File: src/rtl/mem_port_arbiter.sv
// Shares one downstream memory channel among the IF read port, the MA read
// port and the MA write port with a registered req/ack handshake.
module mem_port_arbiter #(
   parameter int unsigned ADDR_L     = 32,
   parameter int unsigned DATA_L     = 32,
   parameter int unsigned LEN_L      = 2,
   parameter int unsigned STARVE_LIM = 4,
   parameter int unsigned CNT_L      = 3
) (
   input  logic              clk,
   input  logic              rst,
   input  logic              r0_re,
   input  logic [ADDR_L-1:0] r0_addr,
   input  logic [LEN_L-1:0]  r0_len,
   output logic [DATA_L-1:0] r0_data,
   output logic              r0_ack,
   input  logic              r1_re,
   input  logic [ADDR_L-1:0] r1_addr,
   input  logic [LEN_L-1:0]  r1_len,
   output logic [DATA_L-1:0] r1_data,
   output logic              r1_ack,
   input  logic              w_we,
   input  logic [ADDR_L-1:0] w_addr,
   input  logic [LEN_L-1:0]  w_len,
   input  logic [DATA_L-1:0] w_data,
   output logic              w_ack,
   output logic              m_req,
   output logic              m_rw,
   output logic [ADDR_L-1:0] m_addr,
   output logic [LEN_L-1:0]  m_len,
   output logic [DATA_L-1:0] m_wdata,
   input  logic [DATA_L-1:0] m_rdata,
   input  logic              m_ack
);

   // state | meaning
   // IDLE  | no transaction; arbitrate among pending requests
   // BUSY  | m_req held, waiting for m_ack
   // DONE  | granted port's ack high for this one cycle
   typedef enum logic [1:0] {
      IDLE = 2'd0,
      BUSY = 2'd1,
      DONE = 2'd2
   } state_t;

   localparam logic [1:0] G_R0 = 2'd0;
   localparam logic [1:0] G_R1 = 2'd1;
   localparam logic [1:0] G_W  = 2'd2;
   localparam logic [CNT_L-1:0] LIM = CNT_L'(STARVE_LIM);

   state_t           state;
   logic [1:0]       gnt;
   logic [CNT_L-1:0] starve_cnt;
   logic             starved;
   logic [CNT_L-1:0] cnt_next;

   assign starved  = r0_re && (starve_cnt == LIM);
   // Counter only moves while port 0 is actually waiting behind a data grant
   assign cnt_next = !r0_re ? '0 :
                     (starve_cnt == LIM) ? LIM : starve_cnt + CNT_L'(1);

   always_ff @(posedge clk) begin
      if (!rst) begin
         state      <= IDLE;
         gnt        <= G_R0;
         starve_cnt <= '0;
         m_req      <= 1'b0;
         m_rw       <= 1'b0;
         m_addr     <= '0;
         m_len      <= '0;
         m_wdata    <= '0;
         r0_data    <= '0;
         r1_data    <= '0;
         r0_ack     <= 1'b0;
         r1_ack     <= 1'b0;
         w_ack      <= 1'b0;
      end else begin
         case (state)
            IDLE: begin
               if (r0_re && (starved || !(w_we || r1_re))) begin
                  gnt        <= G_R0;
                  m_rw       <= 1'b0;
                  m_addr     <= r0_addr;
                  m_len      <= r0_len;
                  m_wdata    <= '0;
                  m_req      <= 1'b1;
                  starve_cnt <= '0;
                  state      <= BUSY;
               end else if (w_we) begin
                  gnt        <= G_W;
                  m_rw       <= 1'b1;
                  m_addr     <= w_addr;
                  m_len      <= w_len;
                  m_wdata    <= w_data;
                  m_req      <= 1'b1;
                  starve_cnt <= cnt_next;
                  state      <= BUSY;
               end else if (r1_re) begin
                  gnt        <= G_R1;
                  m_rw       <= 1'b0;
                  m_addr     <= r1_addr;
                  m_len      <= r1_len;
                  m_wdata    <= '0;
                  m_req      <= 1'b1;
                  starve_cnt <= cnt_next;
                  state      <= BUSY;
               end else begin
                  starve_cnt <= '0;
               end
            end
            BUSY: begin
               if (m_ack) begin
                  m_req <= 1'b0;
                  state <= DONE;
                  case (gnt)
                     G_R0: begin
                        r0_data <= m_rdata;
                        r0_ack  <= 1'b1;
                     end
                     G_R1: begin
                        r1_data <= m_rdata;
                        r1_ack  <= 1'b1;
                     end
                     default: w_ack <= 1'b1;
                  endcase
               end
            end
            DONE: begin
               r0_ack <= 1'b0;
               r1_ack <= 1'b0;
               w_ack  <= 1'b0;
               state  <= IDLE;
            end
            default: state <= IDLE;
         endcase
      end
   end

endmodule

File: config.mk
export PLATFORM = sky130hd
export DESIGN_NAME = mem_port_arbiter
export DESIGN_NICKNAME = d
export VERILOG_FILES = /design/src/rtl/mem_port_arbiter.sv
export SDC_FILE = /design/constraint.sdc
export NUM_CORES = 1
export LEC_CHECK = 0
export CAP_MARGIN = 20
export CORE_MARGIN = 1.5
export CORE_UTILIZATION = 39
export DETAILED_ROUTE_END_ITERATION = 10
export PLACE_DENSITY = 0.81
export SETUP_SLACK_MARGIN = 0.02
export SYNTH_ARGS = -nofsm -noshare
export SYNTH_HDL_FRONTEND = slang
export SYNTH_SLANG_ARGS = --single-unit
File: constraint.sdc
create_clock -name clk -period 1.8 [get_ports clk]
set_input_delay 0.36 -clock clk [delete_from_list [all_inputs] [get_ports clk]]
set_output_delay 0.36 -clock clk [all_outputs]
set_load 0.02 [all_outputs]
# Yosys cells after proc, flatten, opt, wreduce, memory -nomap -nowiden
# Index checks and enable logic that the tools add are counted.
# word_totals
register_bits	142
latch_bits	0
ramBits	0
mem_bits_ro	0
inputBits	172
out_inout_bits	135
elab_cells	80
memories	0
# classes
n_addsub	1
n_mul	0
n_div	0
order_cmp	0
eq_ne	9
n_shift	0
n_mux	38
bitwise	0
reduce_logical	19
# op_table
cell	count
$mux W32	6
$mux W2	9
$reduce_and A3 Y1	6
$mux W3	5
$mux W1	13
$ne A2 B2 Y1 const B	4
$pmux W1 S2	4
$eq A2 B1 Y1 const B	2
$logic_not A2 Y1	2
$ne A4 B4 Y1 const B	1
$pmux W2 S2	1
$reduce_and A2 Y1	2
$reduce_bool A2 Y1	2
$add A3 B1 Y3 const B	1
$eq A3 B3 Y1 const B	1
$reduce_bool A3 Y1	1
$eq A2 B2 Y1 const B	1
$logic_and A1 B1 Y1	2
$logic_or A1 B1 Y1	2
$reduce_or A2 Y1	1
$logic_not A1 Y1	1

# Longest topological paths before layout
# logic_depth
depth_word	6
mapped_depth	8
mapped_depth_nobuf	6

# Worst setup path after synthesis
# OpenSTA, ideal clock, no wires.
# synth_path
path_kind	register -> register
startpoint	register starve_cnt[0]
endpoint	register m_addr[18]
setup_time_ps	128
arrival_time_ps	1504
t_required_ps	1672
slack_ps	168
path_stages_with_launch	8
path_buffers	1
synth_period_minus_slack_ps	1632
path_cell_list	dfxtp_1 > inv_1 > ha_1 > a2bb2oi_1 > nor2_1 > buf_2 > a221oi_1 > a21oi_1
# synth_via
elab_chain_cells	6
word_cells_on_any_way	7
classes_between	eq/ne (1); mux (1); reduce/logical (5)
# synth_rtl
element	line_no	text
from (decl)	53	logic [CNT_L-1:0] starve_cnt;
from (signal assigned)	96	starve_cnt <= cnt_next;
from (signal assigned)	105	starve_cnt <= cnt_next;
$eq A3 B3 Y1 (*)	57	assign starved = r0_re && (starve_cnt == LIM);
$logic_and A1 B1 Y1 (*)	57	
$logic_or A1 B1 Y1 (*)	80	if (r0_re && (starved || !(w_we || r1_re))) begin
$logic_and A1 B1 Y1 (*)	80	
$reduce_bool A3 Y1 (no line)	-	
$reduce_and A2 Y1 (no line)	-	
to (signal assigned)	83	m_addr <= r0_addr;
to (signal assigned)	92	m_addr <= w_addr;
to (signal assigned)	101	m_addr <= r1_addr;
to (decl)	29	output logic [ADDR_L-1:0] m_addr,
# Every way passes the cells marked *; elsewhere a longest branch is shown, timed or not.
# A chain may end at the register's enable or synchronous reset.

# Worst setup path after layout
# layout_path
startpoint	register m_addr[6]
endpoint	output m_addr[6]
# No word-level cell between the ends.

==> run summary <==
Via count - 5941
Die Height - 121.8 um
Post-route insts no fill - 1158
Fillers - 1123
CP delay by family, top - buffers and inverters
RePlAce Congestion - 0.7711
DRT Wirelength - 19020 um
Worst Path Buf+Inv - 1
Clk Tree Root Cell - clkbuf_16
Yosys top cell by area - dfxtp_1
P_leak - 3.748 nW
Worst slew pin tran - 0.3643 ns
Clock sink count - 141
Core area - 0.01383 mm^2
Synth top area share - 0.5125
Register area - 0.002823 mm^2
Die Area - 0.01485 mm^2
Initial Util - 0.3983
Final Max Tran Viols - 0
First-pass DRT Iterations - 4
Htree depth - 4
Vias in the first global route - 5530
Sw Share - 0.2693
Worst reg-to-reg setup slack - 0.11 ns
Max_cap viols - 0
Top-count cell post-synth - nand2_1
Int Pwr - 6.236 mW
Multi-input gate area - 0.002481 mm^2
Initial DRC count - 350
Clk slew on worst S/H paths - 0.06 ns
Total track usage - 0.2470
PortBufs - 306
Area grow syn2layout - 73.56%
I/O pins - 307
Vias per cell - 5.130
Avg Synthesized Cell Area - 8.282 um^2
Global-route wire length before repair - 28370 um
Async SR Flop Fraction - 0
Reg power frac - 0.399
Hold crit path type - reg2reg
Worst-path maximum fanout - 2
PwrDens - 892.9 mW/mm^2
Final antenna diode count - 0
Setup crit end kind - output port
Routed Antenna Nets - 0
Final instance area - 0.009559 mm^2
DP HPWL - 13320 um
P_sw - 2.299 mW
Cts bufs inserted - 17
Core Util, Final - 0.6913
Largest net degree at the start of global routing - 61
Sequential share of the synthesized area - 0.5125
Setup crit start kind - flop
Placed cell areas - 0.008900 mm^2
Final Cycle Share - 0.9756
Syn_nets - 839
Drt wl/cell - 16.43 um
Min Tclk post-route - 1.756 ns
Cells along the critical path - clkdlybuf4s50_1
Fin nets - 1139
Yosys warns - 0
Worst slew margin - 0.7566
Status - finished clean
CTS tree - built
Clock Skew - 0.005743 ns
Logic pwr share - 0.202
Fraction of layout cells with a size suffix above 1 - 0.07566
Syn Std Cell Area - 0.005508 mm^2
Data arrival, critical path - 1.40 ns
CP max stage cell - clkdlybuf4s50_1
Skew-Pair Late Insertion Delay - 0.41 ns
Synth Register Bits - 141
Worst path required time - 1.44 ns
Post-synth EDFFs - 0
Maximum VDD drop - 0.8274 mV
Post-synth top cells - 168 x nand2_1, 141 x dfxtp_1, 107 x a21oi_1
Final setup fails - 0
Crit Path Class - reg2out
Yosys cell types - 34
Top cells by area, synth - dfxtp_1 51%, nand2_1 11%, a21oi_1 9.7%
Crit path largest cell delay - 0.64 ns
CTS max path bufs - 2
Endpoints failing hold - 0
Grt total ovfl - 0
Chip Width - 121.8 um
Clock Power Share - 0.399
Top FF cell, synth - dfxtp_1
Hold-fix buffers, CTS - 0
Antenna violations before repair - 0
Fmax - 569.5 MHz
DR DRC count - 0
Dpl cells - 1125
Post-Syn Instances - 665
# rows - 43
[area by class of cell]
cell class	count	area share
clock buffer	19	0.04529
clock inverter	13	0.01479
inverter	5	0.002225
multi-input combinational	463	0.2596
sequential	141	0.2953
tap	180	0.02356
timing repair buffer	337	0.3593
[stage by stage]
stage | hold slack (ns) | TNS (ns) | total power, mW | worst slack (ns)
floorplan | 0.4662 | 0 | 4.209 | 0.1684
global placement | 0.4408 | -10.38 | 5.163 | -0.3303
detailed placement | 0.4455 | -13.75 | 5.179 | -0.3766
CTS | 0.4536 | 0 | 8.581 | 0.02120
global route | 0.4653 | -0.009813 | 8.873 | -0.009813
finish | 0.4514 | 0 | 8.535 | 0.04395
[path summary, 6_finish.rpt]
check,startpoint,endpoint,cells past startpoint
worst max-delay path,m_addr[6],m_addr[6],1
worst min-delay path,r0_data[20],r0_data[20],2
worst max register to register,starve_cnt[0],m_addr[21],6
worst min register to register,r0_data[20],r0_data[20],2
[logic make-up after synthesis]
kind of cell,share of synthesized area
buf+inv,0.04793
fa+ha+maj,0.004543
flops,0.5125
mux,0.03635
simple gates,0.1661
compound gates,0.2326
[sequential cells by signal, summed over array words and instances, names as in the netlist]
register and flops:
m_addr 32, r0_data 32, starve_cnt 3, r1_ack 1
w_ack 1, gnt 1, m_rw 1, m_wdata 32
r0_ack 1, r1_data 32, m_req 1, m_len 2
state 2
[power by group through the flow]
stage               Clock, mW  Sequential [mW]  Combinational [mW]
floorplan                   0             3.68               0.530
global placement            0             3.46                1.70
CTS                      3.46             3.40                1.72
detailed placement          0             3.47                1.71
finish                   3.41             3.40                1.72
global route             3.60             3.42                1.85
[cell usage in the layout, fill, tap and decap left out, drive strengths merged, types with 2 or more instances in the layout]
| cell | instances |
|---|---|
| buf | 31 |
| nand4 | 3 |
| dlymetal6s2s | 17 |
| clkinv | 7 |
| clkbuf | 19 |
| a31oi | 3 |
| and3 | 3 |
| bufinv | 2 |
| o31ai | 2 |
| mux2i | 20 |
| dlygate4sd2 | 4 |
| a221oi | 12 |
| o21ai | 34 |
| nand2 | 168 |
| a22oi | 32 |
| clkdlybuf4s50 | 285 |
| or3b | 2 |
| clkinvlp | 2 |
| o211ai | 22 |
| inv | 7 |
| a21oi | 107 |
| dfxtp | 141 |
| nand3 | 5 |
| ha | 2 |
| nor2 | 38 |
[repair_timing]
item | 4_1_cts | 5_1_grt
endpoints found under the setup margin | 16 | 21
cloned | 0 | 1
setup buffers | 0 | 0
gates resized for setup | 5 | 25
[metal layers]
metal	wire length (um)	GRT usage
met5	0	0
met4	426	0.08309
met3	1537	0.08333
met2	9330	0.4210
met1	7730	0.2906
Power figures use the tool's default switching activity.
